==> config.mk <==
export PLATFORM = sky130hd
export DESIGN_NAME = caf_peak_select
export DESIGN_NICKNAME = d
export VERILOG_FILES = /design/src/rtl/caf_peak_select.sv
export SDC_FILE = /design/constraint.sdc
export NUM_CORES = 1
export LEC_CHECK = 0
export CORE_ASPECT_RATIO = 0.75
export CORE_UTILIZATION = 40
export CTS_BUF_LIST = sky130_fd_sc_hd__clkbuf_4 sky130_fd_sc_hd__clkbuf_8
export CTS_CLUSTER_SIZE = 30
export DETAILED_ROUTE_END_ITERATION = 6
export GPL_TIMING_DRIVEN = 0
export MAX_ROUTING_LAYER = met4
export PLACE_DENSITY = 0.67
export SLEW_MARGIN = 20
export SYNTH_ARGS = -nofsm -noshare
export SYNTH_HDL_FRONTEND = slang
export SYNTH_SLANG_ARGS = --single-unit
==> constraint.sdc <==
create_clock -name clk -period 2.6 [get_ports clk]
set_input_delay 0.39 -clock clk [delete_from_list [all_inputs] [get_ports clk]]
set_output_delay 0.39 -clock clk [all_outputs]
set_load 0.1 [all_outputs]
==> src/rtl/caf_peak_select.sv <==
// caf_peak_select: reports the global CAF peak (magnitude, time index, frequency bin) over freq_bins argmax results.
// Optional macro CAF_PEAK_THRESHOLD_EN adds a threshold input and a registered peak_detect flag.
module caf_peak_select #(
    parameter int max_bits        = 32,
    parameter int index_bits      = 10,
    parameter int freq_bins       = 4,
    parameter int freq_index_bits = 2
) (
    input  logic                       clk,
    input  logic                       rst_n,
    input  logic                       m_axis_tvalid,
    output logic                       s_axis_tready,
    input  logic [max_bits-1:0]        in_max,
    input  logic [index_bits-1:0]      in_index,
    output logic                       s_axis_tvalid,
    input  logic                       m_axis_tready,
    output logic [max_bits-1:0]        peak_max,
    output logic [index_bits-1:0]      peak_index,
    output logic [freq_index_bits-1:0] peak_freq
`ifdef CAF_PEAK_THRESHOLD_EN
    ,
    input  logic [max_bits-1:0]        threshold,
    output logic                       peak_detect
`endif
);

    typedef enum logic {ACCUM, HOLD} state_e;

    localparam logic [freq_index_bits-1:0] LastBin = freq_index_bits'(freq_bins - 1);

    state_e                     state_q;
    logic                       valid_q;
    logic [freq_index_bits-1:0] bin_cnt_q;
    logic [max_bits-1:0]        peak_max_q,   peak_max_d;
    logic [index_bits-1:0]      peak_index_q, peak_index_d;
    logic [freq_index_bits-1:0] peak_freq_q,  peak_freq_d;
    logic                       in_xfer;
    logic                       take_new;

    assign in_xfer  = m_axis_tvalid && (state_q == ACCUM);
    // Bin 0 seeds the frame; later bins win only on a strict increase, so ties keep the earlier bin.
    assign take_new = (bin_cnt_q == '0) || (in_max > peak_max_q);

    always_comb begin
        peak_max_d   = peak_max_q;
        peak_index_d = peak_index_q;
        peak_freq_d  = peak_freq_q;
        if (in_xfer && take_new) begin
            peak_max_d   = in_max;
            peak_index_d = in_index;
            peak_freq_d  = bin_cnt_q;
        end
    end

    always_ff @(posedge clk or negedge rst_n) begin
        if (!rst_n) begin
            state_q      <= ACCUM;
            valid_q      <= 1'b0;
            bin_cnt_q    <= '0;
            peak_max_q   <= '0;
            peak_index_q <= '0;
            peak_freq_q  <= '0;
        end else begin
            peak_max_q   <= peak_max_d;
            peak_index_q <= peak_index_d;
            peak_freq_q  <= peak_freq_d;
            case (state_q)
                ACCUM: begin
                    if (m_axis_tvalid) begin
                        if (bin_cnt_q == LastBin) begin
                            bin_cnt_q <= '0;
                            state_q   <= HOLD;
                            valid_q   <= 1'b1;
                        end else begin
                            bin_cnt_q <= bin_cnt_q + 1'b1;
                        end
                    end
                end
                HOLD: begin
                    if (m_axis_tready) begin
                        state_q <= ACCUM;
                        valid_q <= 1'b0;
                    end
                end
                default: begin
                    state_q <= ACCUM;
                    valid_q <= 1'b0;
                end
            endcase
        end
    end

`ifdef CAF_PEAK_THRESHOLD_EN
    logic peak_detect_q;

    // The detect flag is judged against the final peak, captured on the same edge that enters HOLD.
    always_ff @(posedge clk or negedge rst_n) begin
        if (!rst_n) begin
            peak_detect_q <= 1'b0;
        end else if (in_xfer && (bin_cnt_q == LastBin)) begin
            peak_detect_q <= (peak_max_d > threshold);
        end
    end

    assign peak_detect = peak_detect_q;
`endif

    assign s_axis_tready = (state_q == ACCUM);
    assign s_axis_tvalid = valid_q;
    assign peak_max      = peak_max_q;
    assign peak_index    = peak_index_q;
    assign peak_freq     = peak_freq_q;

endmodule

Word level (Yosys, flattened, before mapping):

Cells that the tools add are included.

* bits of input ports: 46
* output and inout port bits: 46
* register bits: 48
* logic and storage cells: 28

* muxes and demuxes: 9
* equality and inequality tests: 4
* $add $sub $neg: 1
* bitwise logic cells: 1
* magnitude comparators: 1
* reductions and logical operators: 6

Operators by type and width (count)
* $gt A32 B32 Y1: 1
* $mux W1: 6
* $ne A2 B2 Y1 const B: 2
* $pmux W1 S2: 2
* $reduce_and A3 Y1: 1
* $add A2 B1 Y2 const B: 1
* $eq A2 B2 Y1 const B: 1
* $logic_and A1 B1 Y1: 2
* $logic_not A2 Y1: 1
* $mux W2: 1
* $ne A2 B1 Y1 const B: 1
* $reduce_and A2 Y1: 1
* $logic_or A1 B1 Y1: 1
* $not A1 Y1: 1

Logic depth before layout (Yosys ltp):

* depth in word-level cells: 4
* gate-level depth with buffers: 10
* gate-level depth less buffers: 8

Worst setup path before layout:

Ideal clock, no wire load.

* kind: register to register
* start: register peak_max_q[1] (netlist: peak_max[1])
* end: register peak_max_q[19] (netlist: peak_max[19])
* data required time: 2496 ps
* cell stages (with the launch flop): 11
* data arrival time: 2785 ps
* setup slack: -289 ps
* setup time: 104 ps
* path through: dfrtp_1 -> inv_1 -> ha_1 -> nor2b_4 -> o211ai_2 -> a21oi_1 -> o311a_4 -> or2_1 -> buf_6 -> buf_6 -> o311ai_1

* cells in the longest elaborated chain, start to end: 3

RTL lines
* start: declaration: line 34 `logic [max_bits-1:0] peak_max_q, peak_max_d;`
* start signal: assignment: line 64 `peak_max_q <= peak_max_d;`
* $gt A32 B32 Y1: line 42 `assign take_new = (bin_cnt_q == '0) || (in_max > peak_max_q);`
* $logic_or A1 B1 Y1: line 42
* $logic_and A1 B1 Y1: line 48 `if (in_xfer && take_new) begin`

Every way passes these cells.
A chain may end at the register's enable or synchronous reset.

Final worst setup path:

* start: register peak_max_q[30] (netlist: peak_max[30])
* end: register peak_max_q[11] (netlist: peak_max[11])

Same word-level chain as after synthesis.

==> impl_metrics.csv <==
group,metric,value,unit
synth,synth_common_cells,"o311ai_1 (69), a21oi_1 (57), nand2_1 (52), dfrtp_1 (48), nor2_1 (48)",
timing,worst_pin_slew,1010,ps
timing,setup-violations-final,1,
critical_path,worstSetupPathType,"reg2reg",
placement,io_buffer_count,91,
clock_network,insertion_delay,320,ps
drt,dr.first_iter.drc_count,249,
critical_path,endpoint_kind,"flop",
timing,rsz0062_at_grt,"true",
critical_path,critPathRequiredTime,2750,ps
synth,synth_edf_count,0,
floorplan,core,9080,um^2
timing,relSlewSlack,32.7,%
finish,regArea,1240,um^2
run,drv_cap,0,
synth,synth-simple-area-share,13.7,%
timing,fin_skew,8.86,ps
finish,syn_to_final_growth,55.0,%
synth,yosys.area.top_type,"dfrtp_1",
drt,drtAntennaViolNets,0,
drt,wire_per_inst,19.9,um
grt,globalRouteOverflowTotal,0,
timing,worst_slack,-81.2,ps
finish,final_nets,633,
drt,viasPerCell,6.13,
clock_network,cts_tree,"built",
clock_network,clk_pin_slew,100,ps
critical_path,reg2reg_to,"peak_max[11]",
floorplan,start_util,41.3,%
grt,grt_first_pass_wirelength,19.9,mm
synth,synthTopCellsByArea,"dfrtp_1 (32%), o311ai_1 (16%), ha_1 (11%), a21oi_1 (7.6%), nand2_1 (5.2%)",
timing,fin_crit_sh,103,%
drt,dr.pass1.iters,5,
synth,synth_mux_area_share,0,%
placement,hpwl,8.30,mm
synth,synth.avg_cell_area,8.53,um^2
synth,ys_seq_area_share,32.0,%
min_path,worst_hold_path_type,"in2async",
floorplan,chipWidth,114,um
grt,antenna_found_initial,0,
synth,synth_adder_area_share,11.3,%
finish,layout.cells.non_filler,682,
synth,synth_cell_types,35,
floorplan,fp.dieH,85.9,um
grt,grt_usage,26.7,%
critical_path,cp-start-kind,"flop",
timing,drv_slew,0,
synth,synth_compound_gate_area_share,34.2,%
clock_network,cts_hold_buffers,0,
clock_network,htree_levels,2,
synth,syn_area,3750,um^2
synth,yosys.cell_count.top_type,"o311ai_1",
clock_network,numClockSinks,48,
critical_path,cpMaxStageDelayCell,"o311ai_0",
finish,multiInputGateArea,2870,um^2
critical_path,path_cells,"inv_1 > ha_4 > a21oi_2 > nand2_1 > a221oi_2 > o211ai_4 > buf_4 > o311ai_0 > o311ai_2",
timing,fmax,373,MHz
synth,synth_xor_area_share,0,%
run_status,status,"finished, violations left",
timing,tns,-81.2,ps
synth,ys.flop_type,"dfrtp_1",
finish,drive_gt1_share,29.1,%
synth,async_reset_ff_share,100,%
clock_network,clock_path_buffers,2,
run_status,violations,"setup timing",
synth,synth_nets,520,
critical_path,timing.rr.start,"peak_max[30]",
synth,ys_warn_count,0,
synth,synth_top_area_share,32.0,%
floorplan,ios,92,
grt,grt_pass1_vias,3990,
critical_path,regToRegSetupSlack,-80,ps
drt,routed_wirelength,13.5,mm
synth,ys_seq_elements,48,
synth,syn-instance-count,440,
critical_path,cpPeakStageDelay,550,ps
placement,dp_cells,659,
floorplan,fp.dieArea,9780,um^2
drt,vias,4179,
finish,insertedDiodeCount,0,
clock_network,numCtsBuffers,5,
critical_path,cp.arrival,2840,ps
drt,drc_errors,0,
timing,finalHoldViolCount,0,
synth,synth_top_family_by_area,"compound AO/OA/AOI/OAI gates",
timing,period_needed,2680,ps
finish,nFillCells,760,
grt,grt_max_degree,49,
critical_path,path_max_fanout,8,
critical_path,r2r_cells,9,
clock_network,cts_root_buffer,"clkbuf_8",
floorplan,rows,30,
placement,gp_congestion,0.800,
[cell type report]
| cell class | count | area share, % |
|---|---|---|
| buffer | 38 | 4.41 |
| clock buffer | 6 | 1.31 |
| clock inverter | 2 | 0.602 |
| inverter | 37 | 2.39 |
| multi-input combinational | 316 | 49.3 |
| sequential | 48 | 21.4 |
| tap | 128 | 2.75 |
| timing repair buffer | 107 | 17.9 |
[sequential cells by signal, summed over array words and instances (netlist names)]
register and count:
s_axis_tvalid 1, peak_max 32, peak_freq 2, peak_index 10, bin_cnt_q 2, state_q 1
[layout by cell type (no fill, tap or decap), drive strengths merged, types with 2 or more instances in the layout]
cell type	count
a21boi	2
a21oi	57
buf	31
clkbuf	30
clkdlybuf4s50	75
dfrtp	48
dlygate4sd2	8
dlymetal6s2s	7
ha	34
inv	37
nand2	52
nand3	4
nand4	7
nor2	48
nor2b	2
nor4	2
o211ai	2
o21ai	5
o311a	2
o311ai	88
[stage by stage]
step | setup slack, ps | utilization [%] | hold slack (ps) | cell area [um^2]
2_1_floorplan | 2.41 | - | 94.4 | 3800
3_3_place_gp | -803 | 53.6 | 471 | 4870
3_5_place_dp | -630 | 53.6 | 470 | 4870
4_1_cts | 1.49 | 58.3 | 115 | 5300
5_1_grt | -131 | 64.1 | 144 | 5820
6_report | -81.2 | 64.1 | 96.4 | 5820
[kinds of logic (layout without fill, tap and decap cells)]
logic type	count (synthesis)	in the layout
buffers and inverters	77	190
adders and majority gates	34	34
DFF	48	48
AOI/OAI and AO/OA	161	162
and+or+nand+nor	120	120
[metal layers]
layer	track usage [%]	vias up	share of wire (%)
met4	6.85	0	1.4
met1	35.9	2042	44
li1	-	1897	-
met2	42.1	215	47
met3	4.10	25	7.4
met5	-	-	0
[worst max path at each step]
stage / start / endpoint / slack (ps) / cells past startpoint
floorplan: peak_max[30] / peak_max[19] / 2 / 10
global placement: rst_n / peak_max[1] / -800 / 1
detailed placement: in_max[23] / peak_max[1] / -630 / 9
CTS: in_max[19] / peak_max[15] / 1 / 10
global route: in_max[9] / peak_max[11] / -130 / 9
finish: peak_max[30] / peak_max[11] / -80 / 9
[what timing repair did]
action | 4_1_cts | 5_1_grt
endpoints found under the setup margin | 44 | 42
pin swaps | 12 | 11
gates resized for setup | 64 | 84
gates cloned | 0 | 1
setup buffers | 7 | 9
[critical path, delay by kind of cell, from the launching register on]
family | cells | cell delay [ps]
adder cells (fa/ha/maj) | 1 | 230
AND/OR/NAND/NOR | 1 | 100
AO/OA/AOI/OAI | 5 | 1460
flip-flops | 1 | 430
buffers and inverters | 2 | 290
Power is left out: the tool's default activity adds up to more than one toggle a clock period on the data nets, which glitch-free logic cannot reach.
